## config.mk

```make
export PLATFORM = sky130hd
export DESIGN_NAME = voice_mixer
export DESIGN_NICKNAME = d
export VERILOG_FILES = /design/src/rtl/voice_mixer_pkg.sv /design/src/rtl/mix_voice_slot.sv /design/src/rtl/voice_mixer.sv
export SDC_FILE = /design/constraint.sdc
export NUM_CORES = 1
export LEC_CHECK = 0
export BUFFER_PORTS_ARGS = -buffer_cell sky130_fd_sc_hd__buf_4
export CAP_MARGIN = 20
export CORE_MARGIN = 2
export CORE_UTILIZATION = 25
export DETAILED_ROUTE_END_ITERATION = 10
export PLACE_DENSITY = 0.4
export SKIP_CTS_REPAIR_TIMING = 1
export SLEW_MARGIN = 10
export SYNTH_ARGS = -nofsm -noshare
export SYNTH_HDL_FRONTEND = slang
export SYNTH_SLANG_ARGS = --single-unit
```

## constraint.sdc

```tcl
create_clock -name clk -period 5.6 [get_ports clk]
set_input_delay 0.56 -clock clk [delete_from_list [all_inputs] [get_ports clk]]
set_output_delay 0.56 -clock clk [all_outputs]
set_load 0.01 [all_outputs]
```

## src/rtl/voice_mixer_pkg.sv

```systemverilog
// voice_mixer_pkg: shared widths, FSM states and helpers
// for the voice mixer slice.
package voice_mixer_pkg;

  localparam int SAMPLE_W       = 16;
  localparam int SUM_W          = 18;
  localparam int NUM_VOICES_MAX = 3;

  typedef enum logic [1:0] {
    S_IDLE,
    S_COLLECT,
    S_SUM,
    S_OUT
  } state_t;

  function automatic logic signed [SUM_W-1:0] sext(
    input logic [SAMPLE_W-1:0] s
  );
    return {{(SUM_W-SAMPLE_W){s[SAMPLE_W-1]}}, s};
  endfunction

endpackage

```

## src/rtl/mix_voice_slot.sv

```systemverilog
// mix_voice_slot: per-voice hold register, pending bit
// and overrun detection.
module mix_voice_slot
  import voice_mixer_pkg::*;
(
  input  logic                clk,
  input  logic                reset,
  input  logic [SAMPLE_W-1:0] i_sample,
  input  logic                i_ready,
  input  logic                i_clr,
  output logic [SAMPLE_W-1:0] o_hold,
  output logic                o_pending,
  output logic                o_overrun
);

  logic [SAMPLE_W-1:0] r_hold;
  logic                r_pending;

  always_ff @(posedge clk or negedge reset) begin
    if (!reset) begin
      r_hold    <= '0;
      r_pending <= 1'b0;
    end else begin
      if (i_ready) begin
        r_hold <= i_sample;
      end
      // a fresh pulse outranks the end-of-frame clear
      if (i_ready) begin
        r_pending <= 1'b1;
      end else if (i_clr) begin
        r_pending <= 1'b0;
      end
    end
  end

  assign o_hold    = r_hold;
  assign o_pending = r_pending;
  assign o_overrun = i_ready & r_pending & ~i_clr;

endmodule

```

## src/rtl/voice_mixer.sv

```systemverilog
// voice_mixer: collects one sample per enabled voice, sums, shifts.
// Optional output saturation: define VOICE_MIXER_SAT_EN.
module voice_mixer
  import voice_mixer_pkg::*;
#(
  parameter int TIMEOUT    = 64,
  parameter int NUM_VOICES = 3
) (
  input  logic        clk,
  input  logic        reset,
  input  logic [15:0] sample_in_0,
  input  logic [15:0] sample_in_1,
  input  logic [15:0] sample_in_2,
  input  logic [2:0]  ready_in,
  input  logic [2:0]  voice_en,
  input  logic [1:0]  gain_shift,
  output logic [15:0] sample_out,
  output logic        sample_valid,
  output logic        overrun,
  output logic        clip,
  input  logic        clear_flags
);

  localparam int CNT_W = $clog2(TIMEOUT + 1);
  localparam logic [CNT_W-1:0] CNT_LAST = CNT_W'(TIMEOUT - 1);

  state_t r_state;
  state_t w_next;

  logic [SAMPLE_W-1:0]       w_in   [NUM_VOICES_MAX];
  logic [SAMPLE_W-1:0]       w_hold [NUM_VOICES_MAX];
  logic [NUM_VOICES_MAX-1:0] w_pend;
  logic [NUM_VOICES_MAX-1:0] w_ovr;

  logic                    w_clr;
  logic                    w_start;
  logic                    w_done;
  logic [CNT_W-1:0]        r_cnt;
  logic                    r_expired;
  logic signed [SUM_W-1:0] w_sum;
  logic signed [SUM_W-1:0] w_shift;
  logic [SAMPLE_W-1:0]     w_mix;
  logic                    w_lim;
  logic [SAMPLE_W-1:0]     r_out;
  logic                    r_valid;
  logic                    r_ovr;

  assign w_in[0] = sample_in_0;
  assign w_in[1] = sample_in_1;
  assign w_in[2] = sample_in_2;

  assign w_clr = (r_state == S_SUM);

  for (genvar k = 0; k < NUM_VOICES; k++) begin : g_slot
    mix_voice_slot u_slot (
      .clk       (clk),
      .reset     (reset),
      .i_sample  (w_in[k]),
      .i_ready   (ready_in[k]),
      .i_clr     (w_clr),
      .o_hold    (w_hold[k]),
      .o_pending (w_pend[k]),
      .o_overrun (w_ovr[k])
    );
  end

  // with every voice disabled any pulse still opens a (silent) frame
  assign w_start = (|(ready_in & voice_en))
                 | ((~|voice_en) & (|ready_in));
  assign w_done  = ((w_pend & voice_en) == voice_en);

  always_ff @(posedge clk or negedge reset) begin
    if (!reset) begin
      r_state <= S_IDLE;
    end else begin
      r_state <= w_next;
    end
  end

  always_comb begin
    w_next = r_state;
    unique case (r_state)
      S_IDLE: begin
        if (w_start) begin
          w_next = S_COLLECT;
        end
      end
      S_COLLECT: begin
        if (w_done || r_expired) begin
          w_next = S_SUM;
        end
      end
      S_SUM: begin
        w_next = S_OUT;
      end
      S_OUT: begin
        w_next = (|w_pend) ? S_COLLECT : S_IDLE;
      end
      default: begin
        w_next = S_IDLE;
      end
    endcase
  end

  // expiry is registered so it behaves like a final capture edge
  always_ff @(posedge clk or negedge reset) begin
    if (!reset) begin
      r_cnt     <= '0;
      r_expired <= 1'b0;
    end else if (r_state != S_COLLECT) begin
      r_cnt     <= '0;
      r_expired <= 1'b0;
    end else begin
      r_cnt     <= r_cnt + 1'b1;
      r_expired <= (r_cnt == CNT_LAST);
    end
  end

  always_comb begin
    w_sum = '0;
    for (int k = 0; k < NUM_VOICES_MAX; k++) begin
      if (voice_en[k]) begin
        w_sum = w_sum + sext(w_hold[k]);
      end
    end
  end

  assign w_shift = w_sum >>> gain_shift;

`ifdef VOICE_MIXER_SAT_EN
  localparam logic signed [SUM_W-1:0] MAX_V =
    SUM_W'((2 ** (SAMPLE_W - 1)) - 1);
  localparam logic signed [SUM_W-1:0] MIN_V = -MAX_V - 1;

  logic r_clip;

  always_comb begin
    w_mix = w_shift[SAMPLE_W-1:0];
    w_lim = 1'b0;
    if (w_shift > MAX_V) begin
      w_mix = MAX_V[SAMPLE_W-1:0];
      w_lim = 1'b1;
    end else if (w_shift < MIN_V) begin
      w_mix = MIN_V[SAMPLE_W-1:0];
      w_lim = 1'b1;
    end
  end

  always_ff @(posedge clk or negedge reset) begin
    if (!reset) begin
      r_clip <= 1'b0;
    end else begin
      r_clip <= (w_clr & w_lim) | (r_clip & ~clear_flags);
    end
  end

  assign clip = r_clip;
`else
  logic w_unused_msb;

  assign w_mix        = w_shift[SAMPLE_W-1:0];
  assign w_lim        = 1'b0;
  assign w_unused_msb = ^{w_shift[SUM_W-1:SAMPLE_W], w_lim};
  assign clip         = 1'b0;
`endif

  always_ff @(posedge clk or negedge reset) begin
    if (!reset) begin
      r_out   <= '0;
      r_valid <= 1'b0;
      r_ovr   <= 1'b0;
    end else begin
      r_valid <= w_clr;
      if (w_clr) begin
        r_out <= w_mix;
      end
      r_ovr <= (|w_ovr) | (r_ovr & ~clear_flags);
    end
  end

  assign sample_out   = r_out;
  assign sample_valid = r_valid;
  assign overrun      = r_ovr;

endmodule

```

==> After elaboration in Yosys (flattened, before gate mapping) <==
Cells that the tools add are included.
{ "word_totals": {"regBits": 79, "latch_bits": 0, "ram_bits": 0, "mem_bits_ro": 0, "inputBits": 59, "output_inout_bits": 19, "word_cells": 63, "n_memories": 0} }
{ "classes": {"n_addsub": 3, "multipliers": 0, "div": 0, "magnitude_cmp": 0, "n_eq_ne": 8, "shift": 1, "mux": 13, "bitwise_logic": 14, "reduce_logical": 12} }
{ "ops": {"columns": ["operator", "count"], "rows": [
  ["$mux W18", 3],
  ["$add A18 B16 Y18", 2],
  ["$sshr A18 B2 Y16", 1],
  ["$reduce_or A3 Y1", 5],
  ["$and A1 B1 Y1", 8],
  ["$pmux W2 S4", 1],
  ["$add A7 B1 Y7 const B", 1],
  ["$eq A7 B6 Y1 const B", 1],
  ["$mux W7", 1],
  ["$and A3 B3 Y3", 2],
  ["$mux W1", 6],
  ["$reduce_bool A2 Y1", 3],
  ["$eq A2 B2 Y1 const B", 2],
  ["$mux W2", 2],
  ["$ne A2 B2 Y1 const B", 2],
  ["$eq A3 B3 Y1", 1],
  ["$eq A2 B1 Y1 const B", 1],
  ["$logic_not A2 Y1", 1],
  ["$ne A2 B1 Y1 const B", 1],
  ["$not A1 Y1", 2],
  ["$or A1 B1 Y1", 2],
  ["$reduce_and A2 Y1", 1],
  ["$logic_not A1 Y1", 1],
  ["$logic_or A1 B1 Y1", 1]
]} }

==> Logic depth before layout (Yosys ltp) <==
{ "depth": {"word_depth": 6, "depth_mapped": 24, "mapped_depth_nobuf": 20} }

==> By module <==
Synthesis repeated with hierarchy kept, for this count alone.
{ "hier_totals": {"cells_unflattened": 592, "hier_area_um2": 5921.9} }
{ "modules_own_cells": {"columns": ["module", "instances", "cells_per_inst", "area_per_inst_um2", "seq_area_each_um2"], "rows": [
  ["voice_mixer", 1, 478, 3861.2, 700.7],
  ["mix_voice_slot", 3, 38, 686.9, 425.4]
]} }

==> Worst setup path after synthesis <==
OpenSTA, ideal clock, no wires.
{ "synth_timing": {"kind": "input to register", "startpoint": "in voice_en[0]", "endpoint": "reg r_out[15] (netlist: sample_out[15])", "setup_ps": 126, "arrival_ps": 4699, "required_time_ps": 5474, "path_slack_ps": 775, "path_stages": 18, "n_path_buf": 2, "path_cell_list": "buf_4 clkbuf_1 and2_1 ha_1 fa_1 maj3_2 o21ai_2 nand4_2 nand4_1 or3b_1 ha_1 nand2_1 o21ai_0 nor3b_1 a221oi_1 xor2_1 a311o_1 a221o_1"} }
{ "synth_via": {"elab_chain_cells": 6} }
{ "synth_lines": {"columns": ["item", "line", "source"], "rows": [
  ["start, declared", "voice_mixer.sv:15", "input logic [2:0] voice_en,"],
  ["$mux W18 *", "voice_mixer.sv:122", "if (voice_en[k]) begin"],
  ["$add A18 B16 Y18", "voice_mixer.sv:123", "w_sum = w_sum + sext(w_hold[k]);"],
  ["$mux W18 *", "voice_mixer.sv:122", null],
  ["$add A18 B16 Y18", "voice_mixer.sv:123", null],
  ["$mux W18 *", "voice_mixer.sv:122", null],
  ["$sshr A18 B2 Y16 *", "voice_mixer.sv:128", "assign w_shift = w_sum >>> gain_shift;"],
  ["end signal, assigned", "voice_mixer.sv:175", "r_out <= w_mix;"],
  ["end, declared", "voice_mixer.sv:44", "logic [SAMPLE_W-1:0] r_out;"]
]} }
Every way passes the cells marked *; elsewhere a longest branch is shown, timed or not.
A chain may end at the register's enable or synchronous reset.

==> Final worst setup path <==
Ends and elaborated chain as after synthesis.

==> run metrics <==
status=finished clean; initial core utilization=0.2552; GRT Residual Overflow=0; nets=approximately 770; WS Path Type=in -> reg; vias in the first global route=about 4700; register area share after synthesis=0.3422; RSZ-0062 raised after global routing=false; Rows=between 50 and 60; DIE WIDTH=roughly 160 µm; Root Buffer=clkbuf_16; slew of the pin with the lowest slew margin=a little over 0.9 ns; commonest non-fill, non-tap cell in the layout=dfrtp_1; Port Buffers=76; Area growth, synth to finish=19.56%; gr usage total=0.1434; Post-synth ARST share=1.000; final WL=about 17000 µm; gpl congestion=~0.85; CTS Buf Count=9; fin crit share=0.8841; DRC Markers=0; H-tree Lvls=3; DP HPWL=approximately 13000 µm; clock tree from TritonCTS=done; via count=4859; Hold Path Class=in -> async; die area=around 24000 µm²; I/O pin cnt=78; max-capacitance violation count=0; pwr dens=~360 nW/µm²; Setup Skew=roughly 0.011 ns; largest net degree at the start of global routing=80; Max Freq=roughly 0.20 GHz; Max IR drop VDD=between 100 and 150 µV; CP startpoint kind=input port; WL per Instance=around 18 µm; Syn Area/Cell=9.470 µm²; final core utilization=0.3051; final hold viol count=0; R2R setup slack=~0.69 ns; Rel. slew slack=0.3797; syn nets=approximately 710; Clock Sinks=slightly below 80; DRT Pass-1 Iters=5; n_diodes=0; flop and latch count out of synthesis=79; yosys warns=0; core footprint=between 20000 and 25000 µm²; area of the mapped netlist=a little under 6000 µm²; CP required=around 5.8 ns; final instance area=between 6000 and 7000 µm²; CP Data Arrival Time=5.18 ns; clock tree buffer depth=2; synth unique cells=between 70 and 80; Place WS=0.3257 ns; DRT iter0 DRCs=~340; clk slew on worst S/H paths=~0.060 ns; Final Max Slew Viols=0; area post-placement=between 6000 and 7000 µm²; vias per inst=between 5 and 6; CP endpoint kind=register; first-pass GRT wire length=26830 µm; commonest cells after routing, fill and taps aside=dfrtp_1, buf_4, mux2_2; DRT antenna net count=0; worst-skew pair later-pin latency=around 0.35 ns; min setup slack post-route=between 0.6 and 0.7 ns; cells after synthesis=610; antenna violations before repair=0; total power=approximately 2.5 mW; Die Span Y=roughly 160 µm; layout cells sized above 1=0.2478; CP Max Fanout=26; fin crit period=roughly 5.0 ns; final setup fails=0; EDFF count, synth=0; Most used DFF post-synth=dfrtp_1; setup tns final=0 ns; Leak=about 3.0 nW
## sequential cells by signal (all words and copies together) (netlist names)
name / count
g_slot.u_slot.o_hold: 48
g_slot.u_slot.o_pending: 3
overrun: 1
r_cnt: 7
r_expired: 1
r_state: 2
sample_out: 16
sample_valid: 1
## per-layer routing
layer,part of all wire,up-vias,global-route usage,routed length [µm]
li1,-,2368,-,-
met1,0.51,2343,0.2072,8549
met2,0.44,126,0.2164,7497
met3,0.034,22,0.01944,581
met4,0.017,0,0.05505,292
met5,0,-,0,0
## cells by family (layout without fill, tap and decap cells)
logic type	Yosys count	in the layout	synth area share
DFF	79	79	0.3422
adders and majority gates	39	39	0.08685
xor gates and xnor gates	34	34	0.05155
buffers and inverters	55	119	0.03942
AOI/OAI and AO/OA	165	165	0.2023
other	1	1	0.0006491
and+or+nand+nor	170	170	0.1477
muxes	67	67	0.1293
## cells in the mapped netlist, drive strengths merged (2+ instances only)
master   number  area share
mux2i         9       0.016
a211oi        6      0.0078
o31ai         4      0.0076
nor2b         4      0.0043
and3          6      0.0065
or3           4      0.0052
buf          12       0.011
dfrtp        79        0.34
a41oi         2      0.0030
nand2b        3      0.0032
a221oi        3      0.0045
o22ai         6      0.0065
o21ai        39       0.036
nand3        11      0.0095
nand4         8      0.0097
or2           4      0.0043
nor3          8      0.0069
mux2         58        0.11
xor2         12       0.018
nor2         33       0.021
or3b          2      0.0030
a32oi         7       0.011
a2111o        4      0.0078
o21a          3      0.0039
a21oi        32       0.028
fa            2      0.0069
inv          24       0.016
nor3b         2      0.0026
nor4          2      0.0022
ha           36       0.078
and2         23       0.025
nand2        55       0.036
a221o         3      0.0052
a22oi         4      0.0052
o211ai       10       0.013
a2111oi       2      0.0030
clkbuf       18       0.012
a21o         13       0.017
a21boi        2      0.0026
xnor2        22       0.033
o221ai        8       0.012
a31oi         6      0.0091
## critical path, cell delays in order
cell and delay (ns):
buf_4 0.20, and2_1 0.18, ha_1 0.21, fa_1 0.48
maj3_2 0.38, o21ai_2 0.16, nand4_2 0.20, a21oi_1 0.21
xnor2_1 0.09, nand2_1 0.08, o21ai_0 0.11, ha_1 0.42
a21oi_1 0.10, o21ai_0 0.46, nor3b_1 0.12, a221oi_1 0.36
xor2_1 0.14, a311o_1 0.40, a221o_1 0.32
## cell type report
| type | instances | area, µm² |
|---|---|---|
| clock buffers | 10 | 239.0 |
| repair buffers | 78 | 598.1 |
| inverters | 25 | 93.84 |
| clock inverters | 6 | 70.07 |
| flip-flops and latches | 79 | 1977 |
| fillers | 2374 | 15730 |
| well taps | 285 | 356.6 |
| multi-input cells | 476 | 3572 |
## metrics by stage
step | instances | hold slack, ns
6_report | 959 | 0.1831
5_1_grt | 959 | 0.2258
4_1_cts | 958 | 0.3677
3_5_place_dp | 942 | 0.4465
3_3_place_gp | 942 | 0.4404
2_1_floorplan | 610 | 0.2644
## worst paths after layout
| check | start | to | cells after the start |
|---|---|---|---|
| max | voice_en[0] | sample_out[15]$_DFFE_PN0P_ | 19 |
| min | reset | sample_out[7]$_DFFE_PN0P_ | 1 |
| max reg2reg | g_slot[0].u_slot.o_hold[0]$_DFFE_PN0P_ | sample_out[15]$_DFFE_PN0P_ | 18 |
| min reg2reg | r_cnt[6]$_DFF_PN0_ | r_expired$_DFF_PN0_ | 1 |
| max in group asynchronous | reset | g_slot[0].u_slot.o_hold[3]$_DFFE_PN0P_ | 2 |
| min in group clk | clear_flags | overrun$_DFF_PN0_ | 2 |
## power breakdown
group          internal, mW  switching (mW)
registers             0.690          0.0884
clock network         0.359           0.264
logic                 0.492           0.602
Power figures use the tool's default switching activity.
